**src/rtl/count_strip_cw16.sv**
```systemverilog
// count_strip_cw16: checks an annotated 0..cnt_limit count stream, strips the count and rebuilds tlast.
// Define COUNT_STRIP_STATS_EN to build the err_cnt / frame_cnt statistics registers.
module count_strip_cw16 #(
  parameter int DATA_WIDTH  = 32,
  parameter int TUSER_WIDTH = 32
) (
  input  logic                   clk,
  input  logic                   sync_reset,
  input  logic [15:0]            cnt_limit,
  input  logic                   s_axis_tvalid,
  output logic                   s_axis_tready,
  input  logic [DATA_WIDTH-1:0]  s_axis_tdata,
  input  logic [15:0]            s_axis_count,
  input  logic                   s_axis_final_cnt,
  input  logic [TUSER_WIDTH-1:0] s_axis_tuser,
  output logic                   m_axis_tvalid,
  input  logic                   m_axis_tready,
  output logic [DATA_WIDTH-1:0]  m_axis_tdata,
  output logic [TUSER_WIDTH-1:0] m_axis_tuser,
  output logic                   m_axis_tlast,
  output logic                   locked,
  output logic                   seq_err,
  output logic [15:0]            err_cnt,
  output logic [31:0]            frame_cnt
);

  localparam logic [0:0] ST_HUNT   = 1'b0;
  localparam logic [0:0] ST_LOCKED = 1'b1;
  localparam int         FIFO_DEPTH = 4;

  logic [0:0]  r_state;
  logic [0:0]  w_state_next;
  logic [15:0] r_exp;
  logic [15:0] w_exp_next;
  logic        r_seq_err;

  logic        w_accept;
  logic        w_fwd;
  logic        w_bad;
  logic        w_cnt_zero;
  logic        w_cnt_at_limit;
  logic        w_cnt_match;

  logic                   r_s1_valid;
  logic [DATA_WIDTH-1:0]  r_s1_data;
  logic [TUSER_WIDTH-1:0] r_s1_user;
  logic                   r_s1_last;

  logic [DATA_WIDTH-1:0]  r_fifo_data [FIFO_DEPTH];
  logic [TUSER_WIDTH-1:0] r_fifo_user [FIFO_DEPTH];
  logic                   r_fifo_last [FIFO_DEPTH];
  logic [1:0]             r_wr_ptr;
  logic [1:0]             r_rd_ptr;
  logic [2:0]             r_occ;
  logic                   w_push;
  logic                   w_pop;

  // Ready looks only at registered occupancy: one beat may sit in S1 and one more be accepted
  // after ready falls, so at most three entries are ever in use.
  assign s_axis_tready  = (r_occ <= 3'd1);
  assign w_accept       = s_axis_tvalid & s_axis_tready & ~sync_reset;
  assign w_cnt_zero     = (s_axis_count == 16'd0);
  assign w_cnt_at_limit = (s_axis_count == cnt_limit);
  assign w_cnt_match    = (s_axis_count == r_exp);

  always_comb begin
    w_state_next = r_state;
    w_exp_next   = r_exp;
    w_fwd        = 1'b0;
    w_bad        = 1'b0;
    if (w_accept) begin
      case (r_state)
        ST_HUNT: begin
          // A zero count takes priority over the final-count resync path.
          if (w_cnt_zero) begin
            w_fwd        = 1'b1;
            w_state_next = ST_LOCKED;
            w_exp_next   = s_axis_final_cnt ? 16'd0 : 16'd1;
          end else if (s_axis_final_cnt && w_cnt_at_limit) begin
            w_state_next = ST_LOCKED;
            w_exp_next   = 16'd0;
          end
        end
        default: begin
          if (w_cnt_match && (s_axis_final_cnt == w_cnt_at_limit)) begin
            w_fwd      = 1'b1;
            w_exp_next = s_axis_final_cnt ? 16'd0 : r_exp + 16'd1;
          end else begin
            w_bad        = 1'b1;
            w_state_next = ST_HUNT;
          end
        end
      endcase
    end
  end

  always_ff @(posedge clk) begin
    if (sync_reset) begin
      r_state   <= ST_HUNT;
      r_exp     <= 16'd0;
      r_seq_err <= 1'b0;
    end else begin
      r_state   <= w_state_next;
      r_exp     <= w_exp_next;
      r_seq_err <= w_bad;
    end
  end

  assign locked  = (r_state == ST_LOCKED);
  assign seq_err = r_seq_err;

  // S1 payload is captured on every accept; only r_s1_valid marks it as a forwarded beat.
  always_ff @(posedge clk) begin
    if (sync_reset) begin
      r_s1_valid <= 1'b0;
    end else begin
      r_s1_valid <= w_fwd;
    end
  end

  always_ff @(posedge clk) begin
    if (w_accept) begin
      r_s1_data <= s_axis_tdata;
      r_s1_user <= s_axis_tuser;
      r_s1_last <= s_axis_final_cnt;
    end
  end

  assign w_push = r_s1_valid;
  assign w_pop  = m_axis_tvalid & m_axis_tready;

  always_ff @(posedge clk) begin
    if (w_push) begin
      r_fifo_data[r_wr_ptr] <= r_s1_data;
      r_fifo_user[r_wr_ptr] <= r_s1_user;
      r_fifo_last[r_wr_ptr] <= r_s1_last;
    end
  end

  always_ff @(posedge clk) begin
    if (sync_reset) begin
      r_wr_ptr <= 2'd0;
      r_rd_ptr <= 2'd0;
      r_occ    <= 3'd0;
    end else begin
      if (w_push) begin
        r_wr_ptr <= r_wr_ptr + 2'd1;
      end
      if (w_pop) begin
        r_rd_ptr <= r_rd_ptr + 2'd1;
      end
      r_occ <= r_occ + {2'b00, w_push} - {2'b00, w_pop};
    end
  end

  // The head entry drives the outputs directly, so they hold while the head is not popped.
  assign m_axis_tvalid = (r_occ != 3'd0);
  assign m_axis_tdata  = r_fifo_data[r_rd_ptr];
  assign m_axis_tuser  = r_fifo_user[r_rd_ptr];
  assign m_axis_tlast  = m_axis_tvalid & r_fifo_last[r_rd_ptr];

`ifdef COUNT_STRIP_STATS_EN
  logic [15:0] r_err_cnt;
  logic [31:0] r_frame_cnt;

  always_ff @(posedge clk) begin
    if (sync_reset) begin
      r_err_cnt   <= 16'd0;
      r_frame_cnt <= 32'd0;
    end else begin
      if (w_bad && (r_err_cnt != 16'hFFFF)) begin
        r_err_cnt <= r_err_cnt + 16'd1;
      end
      if (w_push && r_s1_last) begin
        r_frame_cnt <= r_frame_cnt + 32'd1;
      end
    end
  end

  assign err_cnt   = r_err_cnt;
  assign frame_cnt = r_frame_cnt;
`else
  assign err_cnt   = 16'd0;
  assign frame_cnt = 32'd0;
`endif

endmodule

```
**config.mk**
```make
export PLATFORM = sky130hd
export DESIGN_NAME = count_strip_cw16
export DESIGN_NICKNAME = d
export VERILOG_FILES = /design/src/rtl/count_strip_cw16.sv
export SDC_FILE = /design/constraint.sdc
export NUM_CORES = 1
export LEC_CHECK = 0
export BUFFER_PORTS_ARGS = -buffer_cell sky130_fd_sc_hd__buf_2
export CAP_MARGIN = 0
export CORE_AREA = 4 4 200 202
export CTS_BUF_LIST = sky130_fd_sc_hd__clkbuf_4 sky130_fd_sc_hd__clkbuf_8 sky130_fd_sc_hd__clkbuf_16
export DETAILED_ROUTE_END_ITERATION = 10
export DIE_AREA = 0 0 204 206
export GPL_ROUTABILITY_DRIVEN = 1
export PLACE_DENSITY_LB_ADDON = 0.25
export SKIP_CTS_REPAIR_TIMING = 1
export SYNTH_ARGS = -nofsm -noshare
export SYNTH_HDL_FRONTEND = slang
export SYNTH_SLANG_ARGS = --single-unit
```
**constraint.sdc**
```tcl
create_clock -name clk -period 10.4 [get_ports clk]
set_clock_uncertainty 0.1 [all_clocks]
set_input_delay 2.08 -clock clk [delete_from_list [all_inputs] [get_ports clk]]
set_output_delay 2.08 -clock clk [all_outputs]
set_load 0.01 [all_outputs]
```
# Word-level counts from Yosys, hierarchy flattened
# Memory sizes are Yosys's and may differ from the RTL's. A register that Yosys moved wholly into a read port is not among the register bits.
# Cells that the tools add are included.
# W data, S select, Z words.
[totals]
elab_cells = 59
register_bits = 91
ramBits = 260
n_memories = 3
[classes]
addsub = 5
reduce_logical = 8
magnitude_cmp = 1
eq_ne = 4
n_bitwise = 7
mux = 21
[memory_table]
columns = ["name", "words", "word_bits", "read_ports", "rd_clocked_by_memory_dff", "write_ports", "line", "source"]
rows = [
  ["r_fifo_data", 4, 32, 1, 1, 1, "49", "logic [DATA_WIDTH-1:0] r_fifo_data [FIFO_DEPTH];"],
  ["r_fifo_user", 4, 32, 1, 1, 1, "50", "logic [TUSER_WIDTH-1:0] r_fifo_user [FIFO_DEPTH];"],
  ["r_fifo_last", 4, 1, 1, 1, 1, "51", "logic r_fifo_last [FIFO_DEPTH];"],
]
[op_table]
columns = ["operator", "n"]
rows = [
  ["$mux W16", 5],
  ["$eq A16 B16 Y1", 2],
  ["$add A16 B1 Y16 const B", 1],
  ["$logic_not A16 Y1", 1],
  ["$mux W2", 6],
  ["$mux W1", 10],
  ["$reduce_bool A3 Y1", 2],
  ["$add A2 B1 Y2 const B", 2],
  ["$and A1 B1 Y1", 4],
  ["$add A3 B1 Y3", 1],
  ["$le A3 B1 Y1 const B", 1],
  ["$not A1 Y1", 3],
  ["$reduce_and A3 Y1", 1],
  ["$reduce_or A3 Y1", 1],
  ["$sub A3 B1 Y3", 1],
  ["$logic_and A1 B1 Y1", 2],
  ["$ne A2 B1 Y1 const B", 1],
  ["$reduce_or A2 Y1", 1],
  ["$eq A1 B1 Y1", 1],
]

# Depth between registers and ports, before layout
[logic_depth]
depth_word = 5
ltp_mapped = 9
mapped_depth_nobuf = 8

# Worst setup path before layout
# OpenSTA, ideal clock, no wires.
[synth_path]
kind = "input to register"
start = "input sync_reset"
end = "register r_s1_data[0], enable pin"
path_stages = 2
setup_slack_ns = 4.760
arrival_time_ns = 5.050
path_buffers = 1
path_cell_list = "clkbuf_1 nor2_1"
[synth_via]
elab_chain_cells = 2
[synth_rtl]
columns = ["item", "line", "source"]
rows = [
  ["start: declaration", "8", "input logic sync_reset,"],
  ["$not A1 Y1", "61", "assign w_accept = s_axis_tvalid & s_axis_tready & ~sync_reset;"],
  ["$and A1 B1 Y1", "61", ""],
  ["net w_accept", "37", "logic w_accept;"],
  ["end signal: assignment", "123", "r_s1_data <= s_axis_tdata;"],
  ["end: declaration", "45", "logic [DATA_WIDTH-1:0] r_s1_data;"],
]
# The timed path passes the listed nets, and every way through them passes these cells.
# A chain may end at the register's enable or synchronous reset.

==> flow_summary.ini <==
[detailed_routing]
vias = 6614
firstDrtPassIters = 4
routedWlPerCell_microns = 19.0
ant_nets = 0
drtIter0Drc = 440
via_per_inst = 4.63
totalWireLength_microns = 27100
drcViolationCount = 0

[sta]
worst_pin_slew_ns = 1.08
min_period_over_period = 0.479
tns_ns = 0
relSlewSlack = 0.280
setup_viol = 0
rsz0062_at_grt = false
slew_violations = 0
report.final.hold_viol_count = 0
post-route-min-period_ns = 4.99
clock.fmax_ghz = 0.201

[finish]
layout_commonest_cell = edfxtp_1
fill_cells = 3436
layout-drive-gt1-share = 0.352
layout.cells.non_filler = 1430
n_antenna_cell = 0
layout.nets = 996
multiInputGateArea_sq_um = 2950
area.sequential_sq_um = 10300
syn_to_final_growth_pct = 18.5
final_cell_mix = edfxtp_1, buf_2, mux4_2

[yosys]
yosysWarnings = 0
syn_inst = 686
ys_ff_latch = 353
syn_avg_cell_area_sq_um = 19.8
synth_edf_count = 325
yosysSeqAreaShare = 0.758
async_flop_share = 0
synthesis.area_sq_um = 13600
yosysUniqueCellTypes = 52
synth-main-ff-cell = edfxtp_1

[grt]
met2_usage = 0.201
grtUsageMet1 = 0.180
overflow = 0
grt_max_degree = 66
grt_pass1_vias = 6980
grt_util_met3 = 0.0287
antenna_found_initial = 1
grt_pass1_wl_microns = 41200
gr-max-usage-layer = met2
grt_use_total = 0.127

[floorplan]
core_sq_um = 38300
ios = 218
rows = 72
fp.dieW_microns = 204
die-area_sq_um = 42000
start_util = 0.355
die_y_microns = 206

[setup_path]
critPathMaxFanout = 45
cp.required_ns = 8.22
criticalPathCategory = reg -> out
worstPathArrival_ns = 2.81
startpoint_type = flop
end_kind = primary output

[power_and_ir_drop]
irDropWorstVdd_v = 0.000118
p_leak_nw = 5.35
powerDensity_nw_per_um2 = 218

[run_status]
run_status = completed

[placement]
dp_hpwl_microns = 15900
io_buffers = 169
dp_cells = 1361
gp_congestion = 0.768

[clock_network]
clockRootBuffer = clkbuf_16
htreeDepth = 2
cts.path.max_buffers = 3
cts_buffers = 39
cts_tree = done
worst_skew_pair.late_latency_ns = 0.52
clkTransAtPathRegs_ns = 0.06
cts_sinks = 353

[job]
cap_violations = 0

[worst_hold_path]
hold_class = reg -> reg
## cell families (layout without fill, tap and decap cells)
| logic type | Yosys count | count (layout) | share of synthesized area |
|---|---|---|---|
| multiplexers | 66 | 66 | 0.108 |
| AO/OA/AOI/OAI | 42 | 42 | 0.0222 |
| other | 1 | 48 | 0.000276 |
| adder cells (fa/ha/maj) | 11 | 11 | 0.0107 |
| AND/OR/NAND/NOR | 86 | 86 | 0.0368 |
| buffers and inverters | 89 | 268 | 0.0390 |
| XOR/XNOR | 38 | 38 | 0.0245 |
| flip-flops | 353 | 353 | 0.758 |
## sequential cells by signal (all words and copies together) (netlist names), named ones only
name         count
r_occ            3
r_wr_ptr         2
seq_err          1
r_s1_user       32
r_exp           16
r_fifo_last      4
r_rd_ptr         2
r_fifo_user    128
r_fifo_data    128
locked           1
r_s1_data       32
r_s1_last        1
r_s1_valid       1
## per-layer routing
metal / up-vias / share of wire
met2: 191 / 0.47
met4: 2 / 0.017
met1: 3341 / 0.45
met3: 39 / 0.059
li1: 3041 / -
met5: - / 0.00048
## Yosys cell counts, types with 2 or more instances
cell | instances | area, sq um
edfxtp_1 | 325 | 9760
mux4_2 | 65 | 1460
buf_4 | 48 | 360
xnor2_1 | 36 | 315
dfxtp_1 | 28 | 561
inv_1 | 21 | 78.8
nor2_1 | 17 | 63.8
nand4_1 | 12 | 75.1
nand2_1 | 11 | 41.3
clkbuf_1 | 10 | 37.5
ha_1 | 10 | 125
o21ai_0 | 9 | 45.0
and2_1 | 8 | 50.1
nand3_1 | 8 | 40.0
buf_2 | 7 | 35.0
nor3_1 | 6 | 30.0
o211ai_1 | 5 | 37.5
a31oi_1 | 4 | 25.0
nor4_2 | 4 | 50.1
a21oi_1 | 3 | 15.0
and3_1 | 3 | 18.8
nor2b_1 | 3 | 18.8
o221ai_1 | 3 | 26.3
and4_1 | 2 | 17.5
buf_1 | 2 | 7.51
nand2b_1 | 2 | 12.5
nor3b_1 | 2 | 15.0
nor4_1 | 2 | 12.5
o21a_1 | 2 | 15.0
o22ai_1 | 2 | 12.5
o31a_1 | 2 | 17.5
o31ai_1 | 2 | 15.0
or3_1 | 2 | 12.5
xor2_1 | 2 | 17.5
## area by class of cell
class                           instances  area share
Sequential cell                       353       0.640
Multi-Input combinational cell        291       0.183
Clock buffer                           47      0.0653
Timing Repair Buffer                  178      0.0566
Tap cell                              518      0.0402
Clock inverter                         22     0.00939
Inverter                               21     0.00489
## report_power, final
group          switching [mW]  internal [mW]
Clock                   0.542          0.749
Sequential             0.0603           1.64
Combinational           0.273          0.255
## path summary, 6_finish.rpt
| path | from | to | slack [ns] | depth (start not counted) |
|---|---|---|---|---|
| setup reg to reg | r_occ[1] | r_s1_data[19] | 7.43 | 6 |
| setup / recovery | flop | m_axis_tdata[12] | 5.41 | 3 |
| hold reg to reg | r_s1_user[18] | r_fifo_user[3][18] | 0.39 | 0 |
| hold / removal | r_s1_user[18] | r_fifo_user[3][18] | 0.39 | 0 |
## per-stage QoR
stage          hold WS [ns]   util  setup WS, ns  total power [mW]  instance area [sq um]
2_1_floorplan         0.359      -          4.76              2.08                  13800
3_3_place_gp          0.373  0.390          5.81              2.28                  14900
3_5_place_dp          0.379  0.390          5.81              2.28                  14900
4_1_cts               0.381  0.421          5.24              3.59                  16100
5_1_grt               0.411  0.421          5.13              3.69                  16100
6_report              0.392  0.421          5.41              3.52                  16100
## critical path, cell delays in order, from the launching register on
cell	delay, ns
dfxtp_4	0.62
buf_4	0.82
mux4_2	0.62
buf_2	0.17
No activity file was read; power rests on OpenSTA's default activity.
